**config.mk**
```make
export PLATFORM = sky130hd
export DESIGN_NAME = fmadd_rounding_pipe
export DESIGN_NICKNAME = d
export VERILOG_FILES = /design/src/rtl/fmadd_rounding_pipe.sv
export SDC_FILE = /design/constraint.sdc
export NUM_CORES = 1
export LEC_CHECK = 0
export ABC_AREA = 1
export BUFFER_PORTS_ARGS = -buffer_cell sky130_fd_sc_hd__buf_2
export CORE_MARGIN = 1
export CORE_UTILIZATION = 25
export CTS_CLUSTER_SIZE = 25
export DETAILED_ROUTE_END_ITERATION = 8
export GPL_TIMING_DRIVEN = 0
export PLACE_DENSITY = 0.4
export SLEW_MARGIN = 20
export SYNTH_ARGS = -nofsm -noshare
export SYNTH_HDL_FRONTEND = slang
export SYNTH_SLANG_ARGS = --single-unit
export TNS_END_PERCENT = 5
```
**constraint.sdc**
```tcl
create_clock -name clk -period 4.55 [get_ports clk]
set_clock_uncertainty 0.1 [all_clocks]
set_input_delay 0.2275 -clock clk [delete_from_list [all_inputs] [get_ports clk]]
set_output_delay 0.2275 -clock clk [all_outputs]
set_load 0.02 [all_outputs]
```
**src/rtl/fmadd_rounding_pipe.sv**
```systemverilog
// fmadd_rounding_pipe
//
// Final rounding stage of the FMADD addition path, as a two-stage
// valid/ready pipeline. Takes the post-normalisation significand
// (hidden bit at MSB), the biased exponent with one bit of overflow
// headroom, the sign and the guard/round/sticky bits. It applies the
// five RISC-V rounding modes, saturates on overflow according to the
// mode, and raises OF/UF/NX. Also keeps a sticky accumulation of the
// flags of every result that leaves the block.
//
// Parameters
//   MAN : stored fraction width minus 1 (22 for FP32, 6 for bfloat16)
//   EXP : output exponent width minus 1 (7 for FP32 and bfloat16)
//
// Ports
//   clk, rst_l                 clock, asynchronous active-low reset
//   in_valid / in_ready        input handshake
//   in_mant [MAN+1:0]          significand, hidden bit at MSB
//   in_exp  [EXP+1:0]          biased exponent, unsigned
//   in_sign                    sign
//   in_guard/round/sticky      rounding bits below the LSB
//   in_frm  [2:0]              rounding mode
//   out_valid / out_ready      output handshake
//   out_sign, out_exp, out_mant  rounded result
//   out_flags [4:0]            {NV,DZ,OF,UF,NX} of this result
//   out_frm_err                in_frm was a reserved encoding
//   fflags_clr                 clear the accumulated flags
//   fflags_acc [4:0]           sticky OR of flags over output transfers
module fmadd_rounding_pipe #(
  parameter int MAN = 22,
  parameter int EXP = 7
) (
  input  logic           clk,
  input  logic           rst_l,
  input  logic           in_valid,
  output logic           in_ready,
  input  logic [MAN+1:0] in_mant,
  input  logic [EXP+1:0] in_exp,
  input  logic           in_sign,
  input  logic           in_guard,
  input  logic           in_round,
  input  logic           in_sticky,
  input  logic [2:0]     in_frm,
  output logic           out_valid,
  input  logic           out_ready,
  output logic           out_sign,
  output logic [EXP:0]   out_exp,
  output logic [MAN:0]   out_mant,
  output logic [4:0]     out_flags,
  output logic           out_frm_err,
  input  logic           fflags_clr,
  output logic [4:0]     fflags_acc
);

  localparam logic [2:0] FRM_RNE = 3'b000;
  localparam logic [2:0] FRM_RTZ = 3'b001;
  localparam logic [2:0] FRM_RDN = 3'b010;
  localparam logic [2:0] FRM_RUP = 3'b011;
  localparam logic [2:0] FRM_RMM = 3'b100;

  localparam logic [EXP:0]   EXP_INF  = {(EXP+1){1'b1}};
  localparam logic [EXP:0]   EXP_MAXF = EXP_INF - 1'b1;
  localparam logic [MAN:0]   MAN_ONES = {(MAN+1){1'b1}};
  // Any exponent at or above the all-ones code is out of finite range.
  localparam logic [EXP+1:0] OVF_THRESH = {1'b0, EXP_INF};

  // ---------------------------------------------------------------
  // Handshake
  // ---------------------------------------------------------------
  logic s1_valid;
  logic s2_advance;

  // The output register may take a new value when it is empty or being
  // drained this cycle; stage1 may take a new beat when it is empty or
  // moving into stage2. Neither term depends on in_valid.
  assign s2_advance = !out_valid | out_ready;
  assign in_ready   = !s1_valid | s2_advance;

  // ---------------------------------------------------------------
  // Stage1: round-up decision from the incoming bits
  // ---------------------------------------------------------------
  logic in_inx;
  logic in_rup;
  logic in_frm_err;

  assign in_inx = in_guard | in_round | in_sticky;

  always_comb begin
    in_rup     = 1'b0;
    in_frm_err = 1'b0;
    case (in_frm)
      // Above half, or exactly half with an odd LSB.
      FRM_RNE: in_rup = in_guard & (in_round | in_sticky | in_mant[0]);
      FRM_RTZ: in_rup = 1'b0;
      FRM_RDN: in_rup = in_inx & in_sign;
      FRM_RUP: in_rup = in_inx & !in_sign;
      // Ties away from zero: any guard bit means at least half.
      FRM_RMM: in_rup = in_guard;
      default: begin
        in_rup     = 1'b0;
        in_frm_err = 1'b1;
      end
    endcase
  end

  logic [MAN+1:0] s1_mant;
  logic [EXP+1:0] s1_exp;
  logic           s1_sign;
  logic           s1_inx;
  logic           s1_rup;
  logic [2:0]     s1_frm;
  logic           s1_frm_err;

  always_ff @(posedge clk or negedge rst_l) begin
    if (!rst_l) begin
      s1_valid   <= 1'b0;
      s1_mant    <= '0;
      s1_exp     <= '0;
      s1_sign    <= 1'b0;
      s1_inx     <= 1'b0;
      s1_rup     <= 1'b0;
      s1_frm     <= 3'b000;
      s1_frm_err <= 1'b0;
    end else if (in_ready) begin
      s1_valid <= in_valid;
      if (in_valid) begin
        s1_mant    <= in_mant;
        s1_exp     <= in_exp;
        s1_sign    <= in_sign;
        s1_inx     <= in_inx;
        s1_rup     <= in_rup;
        s1_frm     <= in_frm;
        s1_frm_err <= in_frm_err;
      end
    end
  end

  // ---------------------------------------------------------------
  // Stage2: increment, renormalise, overflow saturation, flags
  // ---------------------------------------------------------------
  logic [MAN+2:0] rnd_sum;
  logic           rnd_carry;
  logic [MAN+1:0] rnd_sig;
  logic [EXP+1:0] rnd_exp;
  logic           rnd_ovf;
  logic           rnd_normal;
  logic           sat_to_inf;

  assign rnd_sum   = {1'b0, s1_mant} + {{(MAN+2){1'b0}}, s1_rup};
  assign rnd_carry = rnd_sum[MAN+2];
  // A carry out means the significand wrapped to 1.000..0 one binade up.
  assign rnd_sig   = rnd_carry ? {1'b1, rnd_sum[MAN+1:1]} : rnd_sum[MAN+1:0];
  assign rnd_exp   = s1_exp + {{(EXP+1){1'b0}}, rnd_carry};
  assign rnd_ovf   = (rnd_exp >= OVF_THRESH);
  // Without the hidden bit the result is subnormal (or zero).
  assign rnd_normal = rnd_sig[MAN+1];

  // On overflow, modes that round towards the overflowing side go to
  // infinity; the others stop at the largest finite magnitude. Reserved
  // encodings are treated as round-towards-zero.
  always_comb begin
    sat_to_inf = 1'b0;
    case (s1_frm)
      FRM_RNE: sat_to_inf = 1'b1;
      FRM_RMM: sat_to_inf = 1'b1;
      FRM_RDN: sat_to_inf = s1_sign;
      FRM_RUP: sat_to_inf = !s1_sign;
      default: sat_to_inf = 1'b0;
    endcase
  end

  logic [EXP:0] res_exp;
  logic [MAN:0] res_mant;
  logic [4:0]   res_flags;

  always_comb begin
    res_exp   = '0;
    res_mant  = '0;
    res_flags = 5'b00000;
    if (rnd_ovf) begin
      res_exp  = sat_to_inf ? EXP_INF : EXP_MAXF;
      res_mant = sat_to_inf ? '0 : MAN_ONES;
    end else begin
      res_exp  = rnd_normal ? rnd_exp[EXP:0] : '0;
      res_mant = rnd_sig[MAN:0];
    end
    // {NV, DZ, OF, UF, NX}; invalid and divide-by-zero cannot arise here.
    res_flags[2] = rnd_ovf;
    res_flags[1] = !rnd_ovf & !rnd_normal & s1_inx;
    res_flags[0] = s1_inx | rnd_ovf;
  end

  always_ff @(posedge clk or negedge rst_l) begin
    if (!rst_l) begin
      out_valid   <= 1'b0;
      out_sign    <= 1'b0;
      out_exp     <= '0;
      out_mant    <= '0;
      out_flags   <= 5'b00000;
      out_frm_err <= 1'b0;
    end else if (s2_advance) begin
      out_valid <= s1_valid;
      if (s1_valid) begin
        out_sign    <= s1_sign;
        out_exp     <= res_exp;
        out_mant    <= res_mant;
        out_flags   <= res_flags;
        out_frm_err <= s1_frm_err;
      end
    end
  end

  // ---------------------------------------------------------------
  // Accumulated flags
  // ---------------------------------------------------------------
  logic out_fire;

  assign out_fire = out_valid & out_ready;

  // A clear coinciding with a transfer keeps that transfer's flags so
  // they are not lost.
  always_ff @(posedge clk or negedge rst_l) begin
    if (!rst_l) begin
      fflags_acc <= 5'b00000;
    end else if (fflags_clr) begin
      fflags_acc <= out_fire ? out_flags : 5'b00000;
    end else if (out_fire) begin
      fflags_acc <= fflags_acc | out_flags;
    end
  end

endmodule

```
## After elaboration in Yosys (flattened, before gate mapping)

Index checks and enable logic that the tools add are counted.

- $add $sub $neg: 2
- $lt $le $gt $ge: 1
- Equal/unequal tests: 7
- Mux-type cells: 12
- Bitwise operators: 14
- Reduce and logical (&&, ||, !) cells: 13

Operator list:

| operator | count |
|---|---|
| $mux W23 | 2 |
| $add A24 B1 Y25 | 1 |
| $mux W24 | 1 |
| $mux W8 | 2 |
| $eq A3 B2 Y1 const B | 4 |
| $mux W5 | 2 |
| $add A9 B1 Y9 | 1 |
| $ge A9 B8 Y1 const B | 1 |
| $or A1 B1 Y1 | 7 |
| $and A1 B1 Y1 | 6 |
| $eq A3 B3 Y1 const B | 2 |
| $logic_not A1 Y1 | 6 |
| $logic_not A3 Y1 | 2 |
| $or A5 B3 Y5 | 1 |
| $reduce_or A5 Y1 | 1 |
| $pmux W1 S4 | 1 |
| $reduce_and A2 Y1 | 2 |
| $eq A3 B1 Y1 const B | 1 |
| $mux W3 | 1 |
| $pmux W1 S3 | 1 |
| $mux W1 | 2 |
| $reduce_bool A2 Y1 | 1 |
| $reduce_or A2 Y1 | 1 |

- Register bits: 83
- Output and inout bits: 45

## Longest topological paths before layout

- Depth after elaboration: 6
- Mapped depth: 20
- Mapped depth without buffers: 20

## Least setup slack after synthesis

No wires, ideal clock.

- Kind: reg-to-reg
- Start point: register s1_mant[0]
- End point: register out_mant[10]
- Setup time: 0.073 ns
- Arrival time: 2.603 ns
- Setup slack: 1.774 ns
- Stages on the path, launching flop included: 21
- Path buffers: 1
- Clock period less this slack: 2.776 ns
- Cells stage by stage: dfrtp_1 > ha_1 > ha_1 > nand2_1 > nor2_2 > nand2_1 > nor3_1 > nand2_1 > inv_1 > ha_1 > nand2_2 > nor2_4 > nand2_1 > nand2_1 > nand3_2 > nor2_4 > nand2_2 > nand3_4 > nand2_4 > buf_6 > a21oi_2

- Word-level cells in the longest chain between the ends: 4
- Elaborated cells on any way between the ends: 5
- Those cells by class: add/sub (2); order compare (1); mux (2)

Ends and longest elaborated chain:

| element | RTL line | text |
|---|---|---|
| from (decl) | 106 | `logic [MAN+1:0] s1_mant;` |
| from (signal assigned) | 127 | `s1_mant <= in_mant;` |
| $add A24 B1 Y25 * | 149 | `assign rnd_sum = {1'b0, s1_mant} + {{(MAN+2){1'b0}}, s1_rup};` |
| $add A9 B1 Y9 | 153 | `assign rnd_exp = s1_exp + {{(EXP+1){1'b0}}, rnd_carry};` |
| $ge A9 B8 Y1 | 154 | `assign rnd_ovf = (rnd_exp >= OVF_THRESH);` |
| $mux W23 * | 180 | `if (rnd_ovf) begin` |
| to (signal assigned) | 206 | `out_mant <= res_mant;` |
| to (decl) | 48 | `output logic [MAN:0] out_mant,` |

Every way passes the cells marked *; elsewhere a longest branch is shown, timed or not.
A chain may end at the register's enable or synchronous reset.

## Worst setup path after layout

- Start point: register s1_rup
- End point: register out_mant[17]

- Word-level cells in the longest chain between the ends: 4
- Elaborated cells on any way between the ends: 5
- Those cells by class: add/sub (2); order compare (1); mux (2)

Ends and longest elaborated chain:

| element | RTL line | text |
|---|---|---|
| from (decl) | 110 | `logic s1_rup;` |
| from (signal assigned) | 131 | `s1_rup <= in_rup;` |
| $add A24 B1 Y25 * | 149 |  |
| $add A9 B1 Y9 | 153 |  |
| $ge A9 B8 Y1 | 154 |  |
| $mux W23 * | 180 |  |

Marked as above.

==> summary.txt <==
Status
  – Status: finished, final reports clean

Synth
  – #FFs+latches synth: 81
  – Top post-synthesis cells by area: dfrtp_1, nand2_1, nor2_1
  – Synth Flop Type: dfrtp_1
  – Avg Inst Size Synth: 7.60 um^2
  – Top cell type's share of synthesized area: 0.474
  – Cells after synthesis: 562
  – Area leader, netlist: dfrtp_1
  – Library cells used by synthesis: 33
  – Seq/Total Area, Yosys: 0.474
  – Post-synth ARST share: 1.00
  – Ys Warns: 0
  – Post-synth top cells: nand2_1, dfrtp_1, nor2_1
  – Count leader, synth: nand2_1
  – Post-synth EDFFs: 0
  – Synthesized area: 4270 um^2

Timing
  – Unrepaired setup endpoints after global routing: no
  – Final Max Slew Viols: 0
  – # setup viols final: 0
  – Final hold viol count: 0
  – Max Fclk: 0.295 GHz
  – Setup TNS: 0 ns
  – Worst slew pin tran: 0.709 ns
  – Final worst slack: 1.16 ns
  – Slew margin rel.: 0.527
  – Worst hold margin: 0.0112 ns
  – Final Cycle Share: 0.745
  – Tmin final: 3.39 ns

Floorplanning
  – Die height: 133 um
  – Rows: 47
  – Die width: 133 um
  – Ports: 90
  – Die ar.: 17600 um^2
  – Starting Density: 0.257
  – Core box area: 16600 um^2

Route
  – Vias: 3868
  – Via density: 4.24
  – Remaining DRCs: 0
  – Routed Antenna Nets: 0
  – Detailed Route WL: 12300 um
  – Wire per inst: 13.4 um
  – Drt pass-1 iters: 4
  – Initial DRC Count: 154

Global routing
  – Largest net degree at the start of global routing: 49
  – First-pass GRT wire length: 20400 um
  – Initial antenna violation count: 0
  – GR Overflow Total: 0
  – Vias in the first global route: 4029
  – Total track usage: 0.150

Min path
  – Worst Hold Depth: 3
  – Hold path startpoint: in_exp[2]
  – Hold Path Class: in2reg
  – Worst hold path endpoint: s1_exp[2]

Critical path
  – Slowest CP cell: dfrtp_1
  – R2R depth: 20
  – CP startpoint kind: register
  – Reg-to-Reg Start: s1_rup
  – Most frequent CP cell: nand2_1
  – Crit Path Class: reg2reg
  – Register-to-register setup slack: 1.16 ns
  – CP max stage delay: 0.37 ns
  – Reg2Reg Capture Point: out_mant[17]
  – Critical path data required time: 4.72 ns
  – Crit path DAT: 3.56 ns
  – CP Cell Sequence: ha_1, ha_1, nand2_1, nor2_2, nand2_1, nor3_1, nand2_1, inv_1, ha_1, nand2_1, nor2_2, nand2_1, nand2_1, nand2_1, nor2_2, nand2_2, nand3_4, nand2_4, buf_6, a21oi_2
  – CP Max Fanout: 10
  – Critical Path End Type: register

Clock network
  – Clock Path Buffers: 2
  – CTS tree: built
  – Htree depth: 3
  – Clock Tree Root: clkbuf_16
  – Total CTS buffers: 9
  – Clk sinks: 81
  – Reg clk slew, reported paths: 0.06 ns
  – Clock Latency Late Sink: 0.34 ns

Power
  – Peak supply drop: 0.185 mV
  – Leak: 2.73 nW
  – Power Dens Cells: 471 nW/um^2

Run
  – Number of max-cap violations: 0

Placement
  – Placed cell areas: 5010 um^2
  – Dpl ws: 1.11 ns
  – Gpl congestion: 0.825
  – I/O Buffers: 85
  – HPWL Detailed: 9670 um

Cells and area
  – Core Util, Final: 0.335
  – Fillers: 1844
  – Post-layout net count: 737
  – Area Growth Syn to Fin: 30.4%
  – Final Cell Area: 5570 um^2
  – Antenna Cells: 0
  – Fraction of layout cells with a size suffix above 1: 0.209
[worst max-delay path by stage]
stage,from,endpoint,slack (ns),cells past startpoint
3_5_place_dp,s1_rup,out_mant[17],1.11,18
2_1_floorplan,s1_mant[0],out_mant[10],1.77,20
6_report,s1_rup,out_mant[17],1.16,20
3_3_place_gp,s1_rup,out_mant[17],1.17,18
4_1_cts,s1_rup,out_mant[17],1.09,18
5_1_grt,s1_rup,out_mant[16],0.76,18
[worst max-delay path, delay by kind of cell (launching register included)]
family / cells / cell delay [ns]
simple gates: 14 / 1.86
fa+ha+maj: 3 / 0.58
flops: 1 / 0.37
buf+inv: 2 / 0.28
compound gates: 1 / 0.11
[where the power goes]
group | switching, mW | internal (mW)
Clock | 0.312 | 0.424
Combinational | 0.553 | 0.301
Sequential | 0.124 | 0.908
[final cells by class]
class	count	area (um^2)	share of cell area
Multi-Input combinational cell	413	1960	0.351
Tap cell	220	275	0.0494
Buffer	20	108	0.0193
Inverter	51	191	0.0344
Sequential cell	81	2030	0.364
Clock inverter	7	71.3	0.0128
Timing Repair Buffer	112	716	0.128
Clock buffer	9	225	0.0404
[what timing repair did]
item / in CTS / in global routing
hold buffers: 26 / 0
buffers inserted: 0 / 0
endpoints found under the hold margin: 60 / 0
resized for setup: 0 / 0
[cell usage in the layout (no fill, tap or decap), drive strengths merged]
cell type,synthesis,final
xor2,6,6
buf,8,94
nor3,5,5
nand3b,7,7
nand3,21,21
nor4,1,1
xnor2,6,6
a21oi,35,35
bufinv,0,1
dfrtp,81,81
o21ai,28,28
nand2,211,211
clkinv,2,5
nor2,76,76
inv,49,49
nand4,1,1
or2,1,1
a211oi,1,1
ha,4,4
clkbuf,12,21
o22ai,5,5
conb,1,4
o22a,1,1
clkinvlp,0,3
dlygate4sd3,0,26
[sequential cells by signal, summed over array words and instances (netlist names)]
| register | flops |
|---|---|
| fflags_acc | 3 |
| out_exp | 8 |
| out_flags | 3 |
| out_frm_err | 1 |
| out_mant | 23 |
| out_sign | 1 |
| out_valid | 1 |
| s1_exp | 9 |
| s1_frm | 3 |
| s1_frm_err | 1 |
| s1_inx | 1 |
| s1_mant | 24 |
| s1_rup | 1 |
| s1_sign | 1 |
| s1_valid | 1 |
[metrics by stage]
step / total power, mW / instances
final: 2.62 / 913
after detailed placement: 1.91 / 871
after global placement: 1.89 / 870
after global routing: 2.80 / 913
after CTS: 2.67 / 913
after floorplan: 1.58 / 565
[cells by family after synthesis]
group	Yosys count	synth area share
and+or+nand+nor	323	0.313
AOI/OAI and AO/OA	70	0.105
xor gates and xnor gates	12	0.0246
buffers and inverters	71	0.0700
adders and majority gates	4	0.0117
other	1	0.000878
DFF	81	0.474
[per-layer routing]
layer	wire, um	track usage
met1	6080	0.200
met2	5560	0.242
met3	414	0.0203
met4	207	0.0626
met5	0	0
(Power assumes the default switching activity.)
